File: src/rtl/alu_op_sequencer.sv
// -----------------------------------------------------------------------------
// alu_op_sequencer
// Queues ALU commands in a small FIFO and issues them one at a time to an
// external combinational ALU. Each result is captured with its opcode and
// zero/negative flags, then held until the downstream consumer accepts it.
//
// Ports
//   clk, rst_n            : clock, asynchronous active-low reset
//   cmd_valid/cmd_ready   : command handshake (cmd_ready = FIFO not full)
//   cmd_op, cmd_a, cmd_b  : opcode and operands of the offered command
//   alu_a, alu_b, alu_op  : registered operands/opcode driving the ALU
//   alu_result            : combinational ALU output
//   res_valid/res_ready   : result handshake
//   res_data, res_op      : captured result and the opcode that produced it
//   res_zero, res_neg     : res_data == 0, res_data sign bit
//   busy                  : FIFO non-empty or a command in flight
//   done_cnt              : completed result handshakes (wraps)
// -----------------------------------------------------------------------------
module alu_op_sequencer #(
   parameter int WIDTH = 32,
   parameter int DEPTH = 4,
   parameter int CNT_W = 16
) (
   input  logic             clk,
   input  logic             rst_n,
   input  logic             cmd_valid,
   output logic             cmd_ready,
   input  logic [2:0]       cmd_op,
   input  logic [WIDTH-1:0] cmd_a,
   input  logic [WIDTH-1:0] cmd_b,
   output logic [WIDTH-1:0] alu_a,
   output logic [WIDTH-1:0] alu_b,
   output logic [2:0]       alu_op,
   input  logic [WIDTH-1:0] alu_result,
   output logic             res_valid,
   input  logic             res_ready,
   output logic [WIDTH-1:0] res_data,
   output logic [2:0]       res_op,
   output logic             res_zero,
   output logic             res_neg,
   output logic             busy,
   output logic [CNT_W-1:0] done_cnt
);

   localparam int PTR_W = (DEPTH > 1) ? $clog2(DEPTH) : 1;
   localparam int ENT_W = 3 + 2 * WIDTH;
   localparam logic [PTR_W:0]   FULL_CNT = (PTR_W + 1)'(DEPTH);
   localparam logic [PTR_W:0]   CNT_ONE  = (PTR_W + 1)'(1);
   localparam logic [PTR_W-1:0] PTR_ONE  = PTR_W'(1);
   localparam logic [CNT_W-1:0] DONE_ONE = CNT_W'(1);

   typedef enum logic [1:0] {
      ST_IDLE = 2'd0,
      ST_EXEC = 2'd1,
      ST_HOLD = 2'd2
   } state_t;

   state_t           state_q, state_d;
   logic [ENT_W-1:0] mem_q [DEPTH];
   logic [ENT_W-1:0] mem_d [DEPTH];
   logic [PTR_W-1:0] wr_ptr_q, wr_ptr_d;
   logic [PTR_W-1:0] rd_ptr_q, rd_ptr_d;
   logic [PTR_W:0]   count_q, count_d;
   logic [WIDTH-1:0] alu_a_q, alu_a_d;
   logic [WIDTH-1:0] alu_b_q, alu_b_d;
   logic [2:0]       alu_op_q, alu_op_d;
   logic             res_valid_q, res_valid_d;
   logic [WIDTH-1:0] res_data_q, res_data_d;
   logic [2:0]       res_op_q, res_op_d;
   logic             res_zero_q, res_zero_d;
   logic             res_neg_q, res_neg_d;
   logic             busy_q, busy_d;
   logic             cmd_ready_q, cmd_ready_d;
   logic [CNT_W-1:0] done_cnt_q, done_cnt_d;
   logic             push_s;
   logic             pop_s;
   logic             fifo_nempty_s;

   // Next-state, FIFO bookkeeping and output register computation
   always_comb begin
      state_d     = state_q;
      mem_d       = mem_q;
      wr_ptr_d    = wr_ptr_q;
      rd_ptr_d    = rd_ptr_q;
      count_d     = count_q;
      alu_a_d     = alu_a_q;
      alu_b_d     = alu_b_q;
      alu_op_d    = alu_op_q;
      res_valid_d = res_valid_q;
      res_data_d  = res_data_q;
      res_op_d    = res_op_q;
      res_zero_d  = res_zero_q;
      res_neg_d   = res_neg_q;
      done_cnt_d  = done_cnt_q;
      pop_s       = 1'b0;
      // cmd_ready_q already reflects "not full", so push never overflows
      push_s        = cmd_valid && cmd_ready_q;
      fifo_nempty_s = (count_q != {(PTR_W + 1){1'b0}});

      case (state_q)
         ST_IDLE: begin
            if (fifo_nempty_s) begin
               pop_s   = 1'b1;
               state_d = ST_EXEC;
            end else begin
               state_d = ST_IDLE;
            end
         end
         ST_EXEC: begin
            res_data_d  = alu_result;
            res_op_d    = alu_op_q;
            res_zero_d  = (alu_result == {WIDTH{1'b0}});
            res_neg_d   = alu_result[WIDTH-1];
            res_valid_d = 1'b1;
            state_d     = ST_HOLD;
         end
         ST_HOLD: begin
            if (res_ready) begin
               done_cnt_d  = done_cnt_q + DONE_ONE;
               res_valid_d = 1'b0;
               if (fifo_nempty_s) begin
                  pop_s   = 1'b1;
                  state_d = ST_EXEC;
               end else begin
                  state_d = ST_IDLE;
               end
            end else begin
               state_d = ST_HOLD;
            end
         end
         default: begin
            res_valid_d = 1'b0;
            state_d     = ST_IDLE;
         end
      endcase

      // Head entry goes straight into the ALU operand registers
      if (pop_s) begin
         {alu_op_d, alu_a_d, alu_b_d} = mem_q[rd_ptr_q];
         rd_ptr_d = rd_ptr_q + PTR_ONE;
      end else begin
         rd_ptr_d = rd_ptr_q;
      end

      if (push_s) begin
         mem_d[wr_ptr_q] = {cmd_op, cmd_a, cmd_b};
         wr_ptr_d = wr_ptr_q + PTR_ONE;
      end else begin
         wr_ptr_d = wr_ptr_q;
      end

      case ({push_s, pop_s})
         2'b10:   count_d = count_q + CNT_ONE;
         2'b01:   count_d = count_q - CNT_ONE;
         default: count_d = count_q;
      endcase

      // Status flags are registered from the next-state values so they
      // line up with the FIFO/state they describe
      busy_d      = (count_d != {(PTR_W + 1){1'b0}}) || (state_d != ST_IDLE);
      cmd_ready_d = (count_d != FULL_CNT);
   end

   // State and datapath registers
   always_ff @(posedge clk or negedge rst_n) begin
      if (!rst_n) begin
         state_q     <= ST_IDLE;
         for (int i = 0; i < DEPTH; i++) begin
            mem_q[i] <= {ENT_W{1'b0}};
         end
         wr_ptr_q    <= {PTR_W{1'b0}};
         rd_ptr_q    <= {PTR_W{1'b0}};
         count_q     <= {(PTR_W + 1){1'b0}};
         alu_a_q     <= {WIDTH{1'b0}};
         alu_b_q     <= {WIDTH{1'b0}};
         alu_op_q    <= 3'd0;
         res_valid_q <= 1'b0;
         res_data_q  <= {WIDTH{1'b0}};
         res_op_q    <= 3'd0;
         res_zero_q  <= 1'b0;
         res_neg_q   <= 1'b0;
         busy_q      <= 1'b0;
         cmd_ready_q <= 1'b1;
         done_cnt_q  <= {CNT_W{1'b0}};
      end else begin
         state_q     <= state_d;
         mem_q       <= mem_d;
         wr_ptr_q    <= wr_ptr_d;
         rd_ptr_q    <= rd_ptr_d;
         count_q     <= count_d;
         alu_a_q     <= alu_a_d;
         alu_b_q     <= alu_b_d;
         alu_op_q    <= alu_op_d;
         res_valid_q <= res_valid_d;
         res_data_q  <= res_data_d;
         res_op_q    <= res_op_d;
         res_zero_q  <= res_zero_d;
         res_neg_q   <= res_neg_d;
         busy_q      <= busy_d;
         cmd_ready_q <= cmd_ready_d;
         done_cnt_q  <= done_cnt_d;
      end
   end

   assign cmd_ready = cmd_ready_q;
   assign alu_a     = alu_a_q;
   assign alu_b     = alu_b_q;
   assign alu_op    = alu_op_q;
   assign res_valid = res_valid_q;
   assign res_data  = res_data_q;
   assign res_op    = res_op_q;
   assign res_zero  = res_zero_q;
   assign res_neg   = res_neg_q;
   assign busy      = busy_q;
   assign done_cnt  = done_cnt_q;

endmodule

File: config.mk
export PLATFORM = sky130hd
export DESIGN_NAME = alu_op_sequencer
export DESIGN_NICKNAME = d
export VERILOG_FILES = /design/src/rtl/alu_op_sequencer.sv
export SDC_FILE = /design/constraint.sdc
export NUM_CORES = 1
export LEC_CHECK = 0
export ABC_AREA = 1
export CAP_MARGIN = 20
export CORE_UTILIZATION = 45
export DETAILED_ROUTE_END_ITERATION = 7
export HOLD_SLACK_MARGIN = 0.12
export MAX_ROUTING_LAYER = met4
export PLACE_DENSITY = 0.72
export SYNTH_ARGS = -nofsm -noshare
export SYNTH_HDL_FRONTEND = slang
export SYNTH_SLANG_ARGS = --single-unit
File: constraint.sdc
create_clock -name clk -period 4.96 [get_ports clk]
set_clock_uncertainty 0.1 [all_clocks]
set_input_delay 0.496 -clock clk [delete_from_list [all_inputs] [get_ports clk]]
set_output_delay 0.496 -clock clk [all_outputs]
set_load 0.02 [all_outputs]
==> results_dict.tcl <==
set metrics [dict create \
    final_common_cell "nand2_1" \
    drt-wirelength-per-cell_um 16.5 \
    utilization 0.564 \
    antenna_found_initial 1 \
    grt_usage 0.230 \
    startpoint_type "register" \
    leakagePower_nw 9.73 \
    setup_slack_ps 2190 \
    tns_ps 0 \
    cp_data_arrival_time_ps 3150 \
    drtIter0Drc 994 \
    mappedNetlistArea_sq_um 16700 \
    fin_crit_ps 2770 \
    cts_tree "done" \
    core-area_sq_um 36600 \
    initial_utilization 0.457 \
    p_seq_frac 0.386 \
    globalRouteOverflowTotal 0 \
    drive_gt1_frac 0.0567 \
    hold_path.class "reg2reg" \
    clk_latency_ps 540 \
    avgSynthCellArea_sq_um 8.97 \
    hold_viol_final 0 \
    intPower_mw 8.89 \
    timing.fmax_mhz 361 \
    first_pass_iters 5 \
    worstSetupPathType "reg2reg" \
    switching_share 0.385 \
    grt_pass1_wl_um 68800 \
    clock-root-buffer "clkbuf_16" \
    power_switching_mw 5.57 \
    ys_types 31 \
    cts_resized 0 \
    cts_buffer_depth 3 \
    rsz0062_at_grt "no" \
    drv_slew 0 \
    place_inst 2453 \
    p_per_area_nw_per_um2 700 \
    critical_path.max_fanout 101 \
    die_y_um 195 \
    synth-seq-area-share 0.597 \
    grt_max_degree 133 \
    finalSetupViolCount 0 \
    ir_worst_vdd_mv 0.362 \
    syn2layout_area_growth_pct 23.4 \
    vias 13370 \
    synth_seq_cells 399 \
    final_cell_mix "nand2_1 (505), dfrtp_1 (396), o21ai_0 (335)" \
    maxCapViolCount 0 \
    path_clk_slew_ps 60 \
    antenna_left 0 \
    totalWireLength_um 41600 \
    synth_fp_nets 1974 \
    clockPowerShare 0.217 \
    die_w_um 195 \
    cp.required_ps 5340 \
    post-place-ws_ps 1770 \
    fin_cells 2531 \
    numCtsBuffers 42 \
    dp_hpwl_um 24200 \
    cts_sinks 399 \
    dieArea_sq_um 37900 \
    io_buffers 225 \
    cts-hold-fix-buffers 1 \
    finalNetCount 2143 \
    post-route-cell-area_sq_um 20600 \
    ys_warn_count 0 \
    fillers 3264 \
    period_share 0.558 \
    endpoint_kind "register" \
    first_global_vias 13280 \
    comb_power_share 0.397 \
    relSlewSlack 0.286 \
    cts_setup_buffers 0 \
    post_drt_via_cell_ratio 5.28 \
    status "finished clean" \
    placed_area_sq_um 19200 \
    worst_pin_slew_ps 1070 \
    synthCells 1864 \
    row_count 70 \
    io_pins 226 \
    drc_errors 0 \
    finalWeightedCongestion 0.801 \
    cts-htree-levels 2 \
]
-- synthesized netlist by cell type (all sizes together) --
master  count  area, sq um
nand4       8         50.1
dfrtp     398         9960
fa          1         20.0
nor2      172          663
ha          6         75.1
xnor2       6         52.6
inv       106          400
o22ai      64          400
o21ai     426         2140
buf        67          384
o21bai      1         7.51
xor2        9         78.8
clkbuf     52          195
nor3        4         20.0
nand3       8         50.1
a21oi       1         5.00
dfstp       1         26.3
mux2       24          270
nand2     510         1930
-- worst max-delay path, cell delays in order (launching register included) --
cell	delay, ps
dfrtp_4	700
inv_4	860
buf_4	500
o21ai_0	140
o22ai_1	170
nand2_1	100
nand2_1	90
-- metrics by stage --
stage / total power, mW / hold WS (ps)
floorplan: 9.28 / 100
finish: 14.5 / 379
global placement: 11.1 / 360
global route: 15.5 / 401
CTS: 14.5 / 382
detailed placement: 11.3 / 364
-- sequential cells by signal, indices dropped and copies added (netlist names) --
signal	count
busy	1
state_q	2
alu_b	32
res_zero	1
res_data	32
alu_a	32
done_cnt	16
res_op	3
wr_ptr_q	2
count_q	3
rd_ptr_q	2
cmd_ready	1
mem_q	268
res_valid	1
alu_op	3
-- layer usage --
metal  wire (um)  share of wire  vias up  GRT usage
li1            -              -     6406          -
met1       18200           0.44     6504      0.294
met2       20600           0.49      392      0.386
met3        1920          0.046       68     0.0283
met4         920          0.022        0     0.0656
met5           0              0        -          -
-- power by group through the flow --
stage	logic, mW	clock network, mW	registers (mW)
5_1_grt	6.44	3.34	5.75
6_report	5.74	3.14	5.57
4_1_cts	5.77	3.21	5.57
2_1_floorplan	3.40	0	5.88
3_3_place_gp	5.57	0	5.55
3_5_place_dp	5.74	0	5.60
-- cells by family after synthesis --
logic type | count (synthesis) | share of synthesized area
compound gates | 492 | 0.152
buf+inv | 225 | 0.0586
mux | 24 | 0.0162
flops | 399 | 0.597
xor+xnor | 15 | 0.00786
simple gates | 702 | 0.162
fa+ha+maj | 7 | 0.00569
-- area by class of cell --
cell class	instances	area, sq um	share of cell area
Multi-Input combinational cell	1240	5780	0.280
Clock inverter	6	82.6	0.00400
Tap cell	468	586	0.0284
Antenna cell	1	2.50	0.000121
Clock buffer	67	1310	0.0634
Inverter	106	400	0.0194
Timing Repair Buffer	244	2490	0.121
Sequential cell	399	9990	0.484
-- worst paths after layout --
check / from / end / slack [ps] / cells after the start
min in group asynchronous: rst_n / res_data[29] / 510 / 2
hold / removal: mem_q[79] / mem_q[79] / 380 / 2
setup / recovery: rd_ptr_q[0] / alu_a[12] / 2190 / 6
max in group asynchronous: rst_n / mem_q[153] / 3080 / 3
hold reg to reg: mem_q[79] / mem_q[79] / 380 / 2
setup reg to reg: rd_ptr_q[0] / alu_a[12] / 2190 / 6
Note: power is estimated with default switching activity, not from simulation.
